`src/rtl/uart_word_tx.sv`:
```
// uart_word_tx: accepts a 32-bit word and sends it as four back-to-back 8N1 UART frames.
// Define UART_WORD_TX_PARITY_EN to insert an even-parity bit between data and stop.
module uart_word_tx #(
   parameter int CLKS_PER_BIT = 434,
   parameter bit MSB_BYTE_1ST = 1'b0
) (
   input  logic        CLK,
   input  logic        rst,
   input  logic [31:0] word_data,
   input  logic        word_valid,
   output logic        word_ready,
   output logic        busy,
   output logic        TX
);

   localparam int BAUD_W = (CLKS_PER_BIT > 1) ? $clog2(CLKS_PER_BIT) : 1;
   localparam logic [BAUD_W-1:0] BAUD_LAST = BAUD_W'(CLKS_PER_BIT - 1);

`ifdef UART_WORD_TX_PARITY_EN
   typedef enum logic [2:0] {IDLE, START, DATA, PARITY, STOP} state_t;
`else
   typedef enum logic [1:0] {IDLE, START, DATA, STOP} state_t;
`endif

   state_t            state, state_next;
   logic [BAUD_W-1:0] baud_cnt, baud_next;
   logic [2:0]        bit_cnt, bit_next;
   logic [1:0]        byte_cnt, byte_next;
   logic [31:0]       shift_reg, shift_next;
   logic              bit_done;

   always_ff @(posedge CLK) begin
      if (rst) begin
         state     <= IDLE;
         baud_cnt  <= '0;
         bit_cnt   <= '0;
         byte_cnt  <= '0;
         shift_reg <= '0;
      end else begin
         state     <= state_next;
         baud_cnt  <= baud_next;
         bit_cnt   <= bit_next;
         byte_cnt  <= byte_next;
         shift_reg <= shift_next;
      end
   end

   assign bit_done = (baud_cnt == BAUD_LAST);

   // The shift register rotates rather than shifts, so after eight data bits the
   // byte just sent sits in [31:24] (for parity) and the next byte is in [7:0].
   always_comb begin
      state_next = state;
      baud_next  = baud_cnt;
      bit_next   = bit_cnt;
      byte_next  = byte_cnt;
      shift_next = shift_reg;
      if (state != IDLE) begin
         baud_next = bit_done ? '0 : baud_cnt + 1'b1;
      end
      case (state)
         IDLE: begin
            if (word_valid) begin
               state_next = START;
               baud_next  = '0;
               bit_next   = '0;
               byte_next  = '0;
               shift_next = MSB_BYTE_1ST ?
                  {word_data[7:0], word_data[15:8], word_data[23:16], word_data[31:24]} :
                  word_data;
            end
         end
         START: begin
            if (bit_done) state_next = DATA;
         end
         DATA: begin
            if (bit_done) begin
               shift_next = {shift_reg[0], shift_reg[31:1]};
               bit_next   = bit_cnt + 1'b1;
               if (bit_cnt == 3'd7) begin
`ifdef UART_WORD_TX_PARITY_EN
                  state_next = PARITY;
`else
                  state_next = STOP;
`endif
               end
            end
         end
`ifdef UART_WORD_TX_PARITY_EN
         PARITY: begin
            if (bit_done) state_next = STOP;
         end
`endif
         STOP: begin
            if (bit_done) begin
               if (byte_cnt == 2'd3) begin
                  state_next = IDLE;
                  byte_next  = '0;
               end else begin
                  state_next = START;
                  byte_next  = byte_cnt + 1'b1;
               end
            end
         end
         default: state_next = IDLE;
      endcase
   end

   // The line level is a pure decode of state and shift register.
   always_comb begin
      TX = 1'b1;
      case (state)
         START:   TX = 1'b0;
         DATA:    TX = shift_reg[0];
`ifdef UART_WORD_TX_PARITY_EN
         PARITY:  TX = ^shift_reg[31:24];
`endif
         default: TX = 1'b1;
      endcase
   end

   assign word_ready = (state == IDLE);
   assign busy       = ~word_ready;

endmodule
```
`config.mk`:
```
export PLATFORM = sky130hd
export DESIGN_NAME = uart_word_tx
export DESIGN_NICKNAME = d
export VERILOG_FILES = /design/src/rtl/uart_word_tx.sv
export SDC_FILE = /design/constraint.sdc
export NUM_CORES = 1
export LEC_CHECK = 0
export CORE_MARGIN = 3
export CORE_UTILIZATION = 40
export CTS_BUF_LIST = sky130_fd_sc_hd__clkbuf_8
export DETAILED_ROUTE_END_ITERATION = 16
export GPL_TIMING_DRIVEN = 0
export SETUP_SLACK_MARGIN = 0.05
export SLEW_MARGIN = 30
export SYNTH_ARGS = -nofsm -noshare
export SYNTH_HDL_FRONTEND = slang
export SYNTH_SLANG_ARGS = --single-unit
```
`constraint.sdc`:
```
create_clock -name CLK -period 2.3 [get_ports CLK]
set_input_delay 0.46 -clock CLK [delete_from_list [all_inputs] [get_ports CLK]]
set_output_delay 0.46 -clock CLK [all_outputs]
set_load 0.05 [all_outputs]
```
# [Yosys cells after proc, flatten, opt, wreduce, memory -nomap -nowiden]
# Index checks and enable logic that the tools add are counted.
[classes] mux=22 n_addsub=3 reduce_logical=7 n_bitwise=1 eq_ne=11
[ops] operator="$mux 32" count=2
[ops] operator="$pmux 32 s2" count=1
[ops] operator="$mux 9" count=4
[ops] operator="$mux 2" count=8
[ops] operator="$ne 2x2->1 const B" count=5
[ops] operator="$add 9x1->9 const B" count=1
[ops] operator="$eq 9x9->1 const B" count=1
[ops] operator="$pmux 2 s4" count=1
[ops] operator="$eq 2x2->1 const B" count=3
[ops] operator="$mux 3" count=2
[ops] operator="$pmux 3 s2" count=1
[ops] operator="$reduce_and 3->1" count=2
[ops] operator="$reduce_bool 2->1" count=3
[ops] operator="$reduce_and 5->1" count=1
[ops] operator="$pmux 2 s2" count=1
[ops] operator="$add 3x1->3 const B" count=1
[ops] operator="$eq 3x3->1 const B" count=1
[ops] operator="$add 2x1->2 const B" count=1
[ops] operator="$eq 2x1->1 const B" count=1
[ops] operator="$logic_not 2->1" count=1
[ops] operator="$pmux 1 s2" count=1
[ops] operator="$mux 1" count=1
[ops] operator="$not 1->1" count=1
[totals] inputBits=35 out_inout_bits=3 wordCells=49 regBits=48

# [Longest topological paths before layout]
# Gate-level depths: netlist (run 1).
[depth] word_depth=5 ltp_mapped=7 depth_no_buf=6

# [Worst setup path after synthesis (run 1)]
# No wires, ideal clock.
[synth_path] kind="register to register" start="reg state[0]" end="reg bit_cnt[0]" stages_incl_launch_ff=8 arrival_ns=2.161 n_path_buf=1 required_time_ns=2.221 setup_slack_ns=0.059 setup_time_ns=0.079 cell_sequence="dfxtp_1 inv_1 ha_1 inv_2 a21boi_2 clkbuf_1 nor2_1 a211oi_2"
[synth_via] elab_chain_cells=3 elab_cells_between_ends=7 classes_between="3 x eq/ne; 1 x mux; 3 x reduce/logical"
[synth_rtl] element="start: declaration" line="25" rtl="state_t state, state_next;"
[synth_rtl] element="start signal: assignment" line="40" rtl="state <= state_next;"
[synth_rtl] element="$logic_not 2->1 (*)"
[synth_rtl] element="named net word_ready" line="11" rtl="output logic word_ready,"
[synth_rtl] element="$ne 2x2->1 (no line) or $reduce_bool 2->1 (tied branches)"
[synth_rtl] element="$reduce_and 3->1 (no line)"
[synth_rtl] element="end signal: assignment" line="42" rtl="bit_cnt <= bit_next;"
[synth_rtl] element="end: declaration" line="27" rtl="logic [2:0] bit_cnt, bit_next;"
# The timed path passes the listed nets; every way through them passes the cells marked *.
# A chain may end at the register's enable or synchronous reset.

# [Final worst setup path (run 1)]
[layout_path] start="reg state[0]" end="out word_ready"
[layout_via] elab_chain_cells=1
[layout_rtl] element="$logic_not 2->1" line="122" rtl="assign word_ready = (state == IDLE);"
[layout_rtl] element="end: declaration" line="11"
# No other way between the ends.

==> metrics.md, run 1 <==
| Metric | Value |
|---|---|
| CTS Hold Bufs | 0 |
| Maximum vdd ir drop | 0.000476 V |
| Ys async rst share | 0 |
| Final WL | 6320 um |
| Power Density | 998 nW/um2 |
| First-pass detailed-route iteration total | 4 |
| Hold Vio Cnt, Final | 0 |
| Max_cap viols | 0 |
| GRT Total Usage | 0.184 |
| Final Non-Filler Cells | 402 |
| Via count | 2273 |
| Worst Tran Pin Value | 0.604 ns |
| Synth Area in Compound Gates | 0.315 |
| Post_cts resized | 9 |
| Synth warn | 0 |
| Worst Setup Slack, final | 0.134 ns |
| Fin area | 2960 um2 |
| Crit path capture type | primary output |
| LEAKAGE | 0.977 nW |
| Postcts setup bufs | 0 |
| Post-synth EDFFs | 0 |
| Largest register FFs | 32 |
| Starting Density | 0.425 |
| Clk_skew | 0.00511 ns |
| RR Endpoint | shift_reg[22]$_SDFFE_PP0P_ |
| CTS root buf | clkbuf_8 |
| Initial antenna violation count | 0 |
| TritonCTS Buffers | 5 |
| Post-synthesis mux area share | 0 |
| Setup WS pre-CTS | -0.181 ns |
| Mapped Area | 2410 um2 |
| Pin count of the biggest net entering global routing | 15 |
| CP startpoint | state[0]$_SDFFE_PP0P_ |
| Clock transition at path regs | 0.09 ns |
| Minimum clock period | 2.17 ns |
| CP startpoint kind | flip-flop |
| Dpl hpwl | 4520 um |
| Number of global-route vias before repair | 2147 |
| Max-slew violations | 0 |
| Sequential area share after synthesis | 0.398 |
| DP Cell Count | 395 |
| Core area | 5680 um2 |
| Area added between synthesis and finish | 22.4% |
| Post-synth cell types | 47 |
| Worst Setup EP | word_ready |
| #FFs+latches synth | 48 |
| Final Setup Violations | 0 |
| # fillers | 586 |
| Worst skew pair latency | 0.30 ns |
| GRT Residual Overflow | 0 |
| DR WL/cell | 15.7 um |
| Hold Crit Class | flip-flop to flip-flop |
| DRT iter0 DRCs | 125 |
| Most frequent cells in the layout | nand2_1 (50), dfxtp_1 (48), a22oi_1 (35) |
| RSZ-0062 raised after global routing | true |
| Crit Reg-Reg Startpoint | state[0]$_SDFFE_PP0P_ |
| XOR/XNOR Fraction of Synth Area | 0.00726 |
| Commonest non-fill, non-tap cell in the layout | nand2_1 |
| Final-layout worst hold slack | 0.467 ns |
| Die area | 7000 um2 |
| Outcome | finished, final reports clean |
| Post-Synthesis Net Count | 330 |
| Relative slew slack | 0.594 |
| CTS tree | built |
| IO Port Bufs | 37 |
| Reg2reg path depth | 7 |
| Antenna viol nets, final | 0 |
| Share of cells above drive strength 1 | 0.0970 |
| Syn_area_per_cell | 8.44 um2 |
| Die W | 83.7 um |
| Crit Path Max Fanout | 8 |
| Post-Synth Adder-Cell Area | 0.0467 |
| Ant. Diodes | 0 |
| Setup total negative slack | 0 ns |
| Arr. time, crit path | 1.71 ns |
| Period utilization | 0.942 |
| Chip height | 83.7 um |
| Synth Area in Simple Gates | 0.178 |
| Largest family of logic cells by synthesized area | compound AO/OA/AOI/OAI gates |
| DP Area | 2870 um2 |
| Final net count | 374 |
| Fmax | 462 MHz |
| R2r setup slk | 0.21 ns |
| Routability-driven placement congestion ratio | 0.816 |
| Vias/cell | 5.65 |
| Site row count | 27 |
| Worst Setup Path Type | flip-flop to primary output |
| H-tree lvl count | 2 |
| Final Power | 2.95 mW |
| Critical path required time | 1.84 ns |
| Number of remaining DRC errors | 0 |
| Ports | 38 |
| Cells after Synth | 286 |
| Clock tree buffer depth | 2 |
| First-pass GRT wire length | 10700 um |
| Sink Count | 48 |
| Util after Layout | 0.521 |
| Ys flop type | dfxtp_1 |
==> where the power goes <==
group	total [mW]	internal [mW]	switching, mW
combinational	1.29	0.460	0.830
sequential	1.16	1.01	0.150
clock	0.497	0.207	0.291
total	2.95	1.68	1.27
==> critical path: stages, from the launching register on <==
cell and delay (ns):
dfxtp_1 0.34, inv_1 0.13, ha_1 0.36, dlygate4sd2_1 0.57
==> synth_stat cells (3+ instances only) <==
cell type	instances	share of area
a21oi_1	21	0.044
a221oi_1	3	0.011
a22oi_1	35	0.11
a31oi_1	19	0.049
buf_2	4	0.0083
buf_6	3	0.014
clkbuf_1	10	0.016
dfxtp_1	48	0.40
ha_1	9	0.047
inv_1	8	0.012
nand2_1	50	0.078
nand3_1	4	0.0083
nor2_1	11	0.017
nor3_1	4	0.0083
o21a_1	3	0.0093
o21ai_0	8	0.017
o21ai_1	11	0.023
==> layer usage <==
layer	part of all wire	global-route usage	vias to the layer above
li1	-	-	1145
met1	0.51	0.269	1074
met2	0.43	0.275	49
met3	0.042	0.0385	5
met4	0.010	0.0439	0
met5	0	0	-
==> cell families (layout without fill, tap and decap cells) <==
kind of cell / count (synthesis) / after routing
AOI/OAI and AO/OA: 113 / 113
and+or+nand+nor: 86 / 86
adders and majority gates: 9 / 9
buffers and inverters: 28 / 72
xor gates and xnor gates: 2 / 2
DFF: 48 / 48
==> cell type report <==
cell class              instances  area [um2]  area share
flip-flops and latches         48         961       0.325
clock inverters                 2        12.5     0.00423
repair buffers                 37         362       0.122
clock buffers                   5        68.8      0.0233
well taps                      72        90.1      0.0305
plain buffers                  18         101      0.0343
multi-input cells             210        1320       0.448
inverters                      10        37.5      0.0127
==> how the worst min path moves through the flow <==
stage	startpoint	to	slack, ns	cells past startpoint
2_1_floorplan	byte_cnt[1]$_SDFFE_PP0P_	byte_cnt[1]$_SDFFE_PP0P_	0.43	2
3_3_place_gp	byte_cnt[1]$_SDFFE_PP0P_	byte_cnt[1]$_SDFFE_PP0P_	0.45	2
3_5_place_dp	byte_cnt[1]$_SDFFE_PP0P_	byte_cnt[1]$_SDFFE_PP0P_	0.45	2
4_1_cts	byte_cnt[1]$_SDFFE_PP0P_	byte_cnt[1]$_SDFFE_PP0P_	0.47	2
5_1_grt	shift_reg[3]$_SDFFE_PP0P_	shift_reg[2]$_SDFFE_PP0P_	0.49	2
6_report	shift_reg[26]$_SDFFE_PP0P_	shift_reg[25]$_SDFFE_PP0P_	0.47	2
Power figures use the tool's default switching activity.
==> run 2: changes to the inputs <==
- CTS_BUF_LIST: sky130_fd_sc_hd__clkbuf_8 -> not set
==> results of run 2 <==
Same layout as run 1: the final DEF is identical, and so are final timing and power.
